## config.mk

```make
export PLATFORM = sky130hd
export DESIGN_NAME = fmac2fib_rxctrl_flat
export DESIGN_NICKNAME = d
export VERILOG_FILES = /design/src/rtl/fmac2fib_rxctrl_if.sv /design/src/rtl/fmac2fib_rxctrl.sv /design/src/flat_wrapper.sv
export SDC_FILE = /design/constraint.sdc
export NUM_CORES = 1
export LEC_CHECK = 0
export BUFFER_PORTS_ARGS = -buffer_cell sky130_fd_sc_hd__buf_2
export CORE_MARGIN = 2
export CORE_UTILIZATION = 35
export DETAILED_ROUTE_END_ITERATION = 10
export GPL_TIMING_DRIVEN = 0
export SYNTH_ARGS = -nofsm -noshare
export SYNTH_HDL_FRONTEND = slang
export SYNTH_SLANG_ARGS = --single-unit
```

## constraint.sdc

```tcl
create_clock -name clk_fib -period 5.8 [get_ports clk_fib]
set_input_delay 1.16 -clock clk_fib [delete_from_list [all_inputs] [get_ports clk_fib]]
set_output_delay 1.16 -clock clk_fib [all_outputs]
set_load 0.01 [all_outputs]
```

## src/rtl/fmac2fib_rxctrl_if.sv

```systemverilog
// FMAC RX FIFO / fabric read FIFO handshake bundle for fmac2fib_rxctrl.
// master = the receive controller, slave = the FIFO side.
interface fmac2fib_rxctrl_if #(
    parameter int unsigned RF_AW = 13
);
    logic             mac_fib_rxempty;
    logic [63:0]      mac_fib_rxdata;
    logic             fib_mac_rxrd;
    logic [RF_AW-1:0] wrusedw_rf;
    logic             wrfull_rcf;
    logic             wrreq_rf;
    logic [63:0]      datain_rf;
    logic             wrreq_rcf;
    logic [31:0]      datain_rcf;

    modport master (
        input  mac_fib_rxempty, mac_fib_rxdata, wrusedw_rf, wrfull_rcf,
        output fib_mac_rxrd, wrreq_rf, datain_rf, wrreq_rcf, datain_rcf
    );

    modport slave (
        output mac_fib_rxempty, mac_fib_rxdata, wrusedw_rf, wrfull_rcf,
        input  fib_mac_rxrd, wrreq_rf, datain_rf, wrreq_rcf, datain_rcf
    );
endinterface

```

## src/rtl/fmac2fib_rxctrl.sv

```systemverilog
// Receive control: pops one header + qw data qwords per packet from the FMAC
// RX FIFO into the read data FIFO, then posts {bcnt, status} to the count FIFO.
// Optional macro RX_DROP_BAD_EN: error packets (status[0]) are drained and dropped.
module fmac2fib_rxctrl #(
    parameter int unsigned RF_AW = 13
) (
    input  logic              clk_fib,
    input  logic              reset,
    fmac2fib_rxctrl_if.master bus,
    output logic              test
);
    localparam int unsigned QW_W = 14;
    localparam int unsigned CW   = (RF_AW + 1 > QW_W) ? RF_AW + 1 : QW_W;
    localparam logic [CW-1:0] RF_MAX = CW'((64'd1 << RF_AW) - 64'd1);

    localparam logic [5:0] RD_IDLE  = 6'b000001;
    localparam logic [5:0] RD_HDR   = 6'b000010;
    localparam logic [5:0] RD_HWAIT = 6'b000100;
    localparam logic [5:0] RD_CHK   = 6'b001000;
    localparam logic [5:0] RD_DATA  = 6'b010000;
    localparam logic [5:0] RD_DONE  = 6'b100000;

    logic [5:0]      state;
    logic [5:0]      state_nxt;
    logic [15:0]     bcnt;
    logic [15:0]     status;
    logic [QW_W-1:0] qw;
    logic [QW_W-1:0] qw_hdr;
    logic [QW_W-1:0] remain;
    logic            rxrd;
    logic            rd_data_d1;
    logic            drop_cur;
    logic            space_ok;

    assign test              = 1'b0;
    assign bus.fib_mac_rxrd  = rxrd;
    assign qw_hdr            = QW_W'((17'(bus.mac_fib_rxdata[15:0]) + 17'd7) >> 3);
    assign space_ok          = (RF_MAX - CW'(bus.wrusedw_rf)) > CW'(qw);

`ifdef RX_DROP_BAD_EN
    assign drop_cur = status[0];
`else
    assign drop_cur = 1'b0;
`endif

    // Next-state and FMAC read enable
    always_comb begin
        state_nxt = state;
        rxrd      = 1'b0;
        case (state)
            RD_IDLE: begin
                if (!bus.mac_fib_rxempty && !bus.wrfull_rcf) state_nxt = RD_HDR;
            end
            RD_HDR: begin
                rxrd = !bus.mac_fib_rxempty;
                if (!bus.mac_fib_rxempty) state_nxt = RD_HWAIT;
            end
            RD_HWAIT: state_nxt = RD_CHK;
            RD_CHK: begin
                if (qw == '0)                 state_nxt = RD_DONE;
                else if (drop_cur || space_ok) state_nxt = RD_DATA;
            end
            RD_DATA: begin
                rxrd = !bus.mac_fib_rxempty && (remain != '0);
                if (remain == '0) state_nxt = RD_DONE;
            end
            RD_DONE: state_nxt = RD_IDLE;
            default: state_nxt = RD_IDLE;
        endcase
    end

    // State register
    always_ff @(posedge clk_fib) begin
        if (reset) state <= RD_IDLE;
        else       state <= state_nxt;
    end

    // Header latch and remaining-qword counter
    always_ff @(posedge clk_fib) begin
        if (reset) begin
            bcnt   <= '0;
            status <= '0;
            qw     <= '0;
            remain <= '0;
        end else begin
            if (state == RD_HWAIT) begin
                bcnt   <= bus.mac_fib_rxdata[15:0];
                status <= bus.mac_fib_rxdata[31:16];
                qw     <= qw_hdr;
            end
            if (state == RD_CHK && state_nxt == RD_DATA) remain <= qw;
            else if (state == RD_DATA && rxrd)            remain <= remain - QW_W'(1);
        end
    end

    // Data path: data read at t is written to the data FIFO at t+2
    always_ff @(posedge clk_fib) begin
        if (reset) begin
            rd_data_d1    <= 1'b0;
            bus.wrreq_rf  <= 1'b0;
            bus.datain_rf <= '0;
        end else begin
            rd_data_d1   <= rxrd && (state == RD_DATA);
            bus.wrreq_rf <= rd_data_d1 && !drop_cur;
            if (rd_data_d1 && !drop_cur) bus.datain_rf <= bus.mac_fib_rxdata;
        end
    end

    // Count word, posted one cycle after RD_DONE
    always_ff @(posedge clk_fib) begin
        if (reset) begin
            bus.wrreq_rcf  <= 1'b0;
            bus.datain_rcf <= '0;
        end else begin
            bus.wrreq_rcf <= (state == RD_DONE) && !drop_cur;
            if (state == RD_DONE && !drop_cur) bus.datain_rcf <= {bcnt, status};
        end
    end
endmodule

```

## src/flat_wrapper.sv

```systemverilog
// flat-port wrapper written by rule: the top's interface ports become plain ports
module fmac2fib_rxctrl_flat 
#(
    parameter int unsigned RF_AW = 13
)
  (clk_fib, reset, test, bus_mac_fib_rxempty, bus_mac_fib_rxdata, bus_wrusedw_rf, bus_wrfull_rcf, bus_fib_mac_rxrd, bus_wrreq_rf, bus_datain_rf, bus_wrreq_rcf, bus_datain_rcf);
  fmac2fib_rxctrl_if #(.RF_AW(RF_AW)) bus_i ();
  input  logic clk_fib;
  input  logic reset;
  output logic test;
  input wire logic [$bits(bus_i.mac_fib_rxempty)-1:0] bus_mac_fib_rxempty;
  input wire logic [$bits(bus_i.mac_fib_rxdata)-1:0] bus_mac_fib_rxdata;
  input wire logic [$bits(bus_i.wrusedw_rf)-1:0] bus_wrusedw_rf;
  input wire logic [$bits(bus_i.wrfull_rcf)-1:0] bus_wrfull_rcf;
  output wire logic [$bits(bus_i.fib_mac_rxrd)-1:0] bus_fib_mac_rxrd;
  output wire logic [$bits(bus_i.wrreq_rf)-1:0] bus_wrreq_rf;
  output wire logic [$bits(bus_i.datain_rf)-1:0] bus_datain_rf;
  output wire logic [$bits(bus_i.wrreq_rcf)-1:0] bus_wrreq_rcf;
  output wire logic [$bits(bus_i.datain_rcf)-1:0] bus_datain_rcf;
  assign bus_i.mac_fib_rxempty = bus_mac_fib_rxempty;
  assign bus_i.mac_fib_rxdata = bus_mac_fib_rxdata;
  assign bus_i.wrusedw_rf = bus_wrusedw_rf;
  assign bus_i.wrfull_rcf = bus_wrfull_rcf;
  assign bus_fib_mac_rxrd = bus_i.fib_mac_rxrd;
  assign bus_wrreq_rf = bus_i.wrreq_rf;
  assign bus_datain_rf = bus_i.datain_rf;
  assign bus_wrreq_rcf = bus_i.wrreq_rcf;
  assign bus_datain_rcf = bus_i.datain_rcf;
  fmac2fib_rxctrl #(.RF_AW(RF_AW)) u_core (.clk_fib(clk_fib), .reset(reset), .bus(bus_i), .test(test));
endmodule
```

==> results.json <==
{
  "status": "completed",
  "combPwrFrac_pct": 4.5,
  "place_ws_ps": 2300,
  "endpoint_kind": "output pin",
  "grt_usage_pct": 19.1,
  "grt_pass1_wl_um": 30600,
  "whs_path_depth": 2,
  "dp_hpwl_um": 14600,
  "setup-violations-final": 0,
  "cts_setup_buffers": 0,
  "holdBufCountCts": 0,
  "drv_cap": 0,
  "clk_pin_slew_worst_paths_ps": 80,
  "synth_edf_count": 0,
  "drt_iter0_markers": 330,
  "period_share_pct": 60.9,
  "power.switching_mw": 0.613,
  "finClkSkew_ps": 13.3,
  "tightestPinTransition_ps": 927,
  "start_kind": "flip-flop",
  "netSwitchingFraction_pct": 25.9,
  "synth_seq_cells": 165,
  "dp_cells": 1225,
  "wl_per_cell_um": 15.4,
  "grt_antenna_before_repair": 0,
  "numPortBuffers": 177,
  "grt_pass1_vias": 5804,
  "synth_top_area_share_pct": 48.4,
  "routed_wl_um": 19300,
  "htreeDepth": 4,
  "rsz0062_at_grt": "no",
  "ys_seq_area_share_pct": 48.4,
  "power.density_nw_per_um2": 274,
  "ir_drop_v": 0.000221,
  "cp.required_ps": 4640,
  "clockBufferDepth": 2,
  "slew_headroom_pct": 38.2,
  "die_area_um2": 20600,
  "p_leak_nw": 3.38,
  "ys_warn_count": 0,
  "synth_ff_type": "dfxtp_1",
  "ys_types": 56,
  "grt-ovfl-total": 0,
  "layout-drive-gt1-share_pct": 22.4,
  "crit_arrival_ps": 2370,
  "cts.sinks": 165,
  "worst_slack_ps": 2270,
  "p_int_mw": 1.75,
  "nNetsFinal": 1074,
  "drc": 0,
  "die_h_um": 144,
  "synth_area_um2": 6830,
  "num_rows": 51,
  "reg2reg_depth": 8,
  "synth_area_leaders": "dfxtp_1 48%, mux2i_1 9.4%, nand2_1 7.6%",
  "min-delay-start": "u_core.status[12]",
  "fin_crit_ps": 3530,
  "r2r_setup_slack_ps": 3020,
  "core_um2": 19300,
  "min_path_type": "flip-flop to flip-flop",
  "initial_utilization_pct": 35.4,
  "fin_tns_setup_ps": 0,
  "cts-root-buf": "clkbuf_16",
  "area_growth_pct": 26.6,
  "die_w_um": 144,
  "pin_count": 181,
  "viasPerCell": 4.86,
  "hold_end": "u_core.bus.datain_rcf[12]",
  "synth_top_area_cell": "dfxtp_1",
  "cp_max_fo": 6,
  "synth_cells": 783,
  "synth_nets": 878,
  "crit_type": "flip-flop to output pin",
  "fmax_mhz": 283,
  "rr_startpoint": "u_core.qw[3]",
  "drv_slew": 0,
  "final_cells": 1257,
  "grt_max_degree": 20,
  "timing.final.hold_violations": 0,
  "cts_resized": 0,
  "ant_nets": 0,
  "seqPwrFrac_pct": 47.9,
  "antenna_cells": 0,
  "cts_buffers": 17,
  "ys_async_sr_fraction_pct": 0,
  "vias": 6103,
  "clock_latency_ps": 430,
  "drt_pre_antenna_iters": 5,
  "syn_area_per_cell_um2": 8.72,
  "gp_congestion": 0.837,
  "power_frac_clock_pct": 47.6,
  "reg2reg_to": "u_core.remain[10]",
  "cts_tree": "yes"
}
## metrics by stage
stage                     utilization, %  hold slack, ps  cell area [um2]  power, mW
after floorplan                        -             432             6830       1.21
after global placement              41.7             440             8050       1.27
after detailed placement            41.7             446             8050       1.27
after CTS                           44.9             449             8650       2.39
after global routing                44.9             472             8650       2.45
final                               44.9             439             8650       2.37
## worst max-delay path by stage
| stage | startpoint | end | cells after the start |
|---|---|---|---|
| final | u_core.remain[2] | bus_fib_mac_rxrd | 6 |
| after global routing | u_core.remain[2] | bus_fib_mac_rxrd | 6 |
| after CTS | u_core.remain[2] | bus_fib_mac_rxrd | 6 |
| after detailed placement | bus_wrusedw_rf[5] | u_core.remain[10] | 9 |
| after global placement | bus_wrusedw_rf[3] | u_core.remain[11] | 9 |
| after floorplan | bus_wrusedw_rf[3] | u_core.remain[3] | 8 |
## power groups by stage
stage	sequential, mW	combinational, mW	clock, mW
floorplan	1.16	0.0501	0
global placement	1.16	0.105	0
detailed placement	1.16	0.106	0
CTS	1.13	0.106	1.15
global route	1.14	0.117	1.20
finish	1.13	0.105	1.13
## logic make-up (layout without fill, tap and decap cells)
family,count (synthesis),after routing,share of synthesized area (%)
simple gates,302,302,20.0
flops,165,165,48.4
compound gates,137,137,12.4
buf+inv,79,288,4.53
mux,64,64,9.38
xor+xnor,21,21,2.69
fa+ha+maj,14,14,2.57
other cells,1,1,0.0549
## state kept, by name (all words and copies together) (netlist names)
| register | flops |
|---|---|
| u_core.bcnt | 16 |
| u_core.bus.datain_rcf | 32 |
| u_core.bus.datain_rf | 64 |
| u_core.bus.wrreq_rcf | 1 |
| u_core.bus.wrreq_rf | 1 |
| u_core.qw | 14 |
| u_core.rd_data_d1 | 1 |
| u_core.remain | 14 |
| u_core.state | 6 |
| u_core.status | 16 |
## area by class of cell
type,count,area (um2)
Tap cell,265,332
Sequential cell,165,3300
Multi-Input combinational cell,539,3220
Fill cell,2028,10600
Clock inverter,15,176
Timing Repair Buffer,177,886
Buffer,50,200
Inverter,29,109
Clock buffer,17,425
## per-layer routing
metal  GRT usage (%)  vias up  wire (um)
met3            5.70       24       1400
met1            25.0     2828       8740
met2            30.4      186       8880
li1                -     3065          -
met5               0        -          0
met4            5.73        0        328
## critical path, stage by stage, from the launching register on
cell     delay (ps)
dfxtp_1         340
or4_1           600
nor2_1          320
and3_1          280
or3_1           150
a21oi_1          70
buf_2           170
## cells in the final DEF, fill, tap and decap left out, types with 3 or more instances in the layout
cell type	synthesis	routed
dfxtp_1	165	165
a311oi_1	3	3
buf_1	3	3
xor2_1	19	19
inv_8	0	4
clkbuf_1	44	44
a21oi_1	77	77
clkinv_8	0	5
and4_1	3	3
nand4b_1	3	3
nor3_1	9	9
and3_1	5	5
ha_1	14	14
mux2i_1	64	64
nand2b_1	4	4
nor2b_1	5	5
nand2_1	139	139
nand3_1	10	10
clkbuf_16	0	17
buf_2	1	178
inv_1	29	29
or3_1	3	3
inv_6	0	3
nor2_1	93	93
nand4_1	8	8
nor4_1	6	6
a211oi_1	34	34
## cells in the mapped netlist (all sizes together), types with 2 or more instances
| library cell | n |
|---|---|
| dfxtp | 165 |
| nand2 | 139 |
| nor2 | 94 |
| a21oi | 77 |
| mux2i | 64 |
| clkbuf | 44 |
| a211oi | 36 |
| inv | 29 |
| xor2 | 19 |
| ha | 14 |
| nand3 | 10 |
| nand4 | 9 |
| nor3 | 9 |
| buf | 6 |
| nor4 | 6 |
| and3 | 5 |
| nor2b | 5 |
| nand2b | 4 |
| o21ai | 4 |
| a311oi | 3 |
| and4 | 3 |
| nand4b | 3 |
| nor4b | 3 |
| or3 | 3 |
| a21o | 2 |
| a31oi | 2 |
| and2 | 2 |
| nor3b | 2 |
| or4 | 2 |
| xnor2 | 2 |
Power figures use the tool's default switching activity.
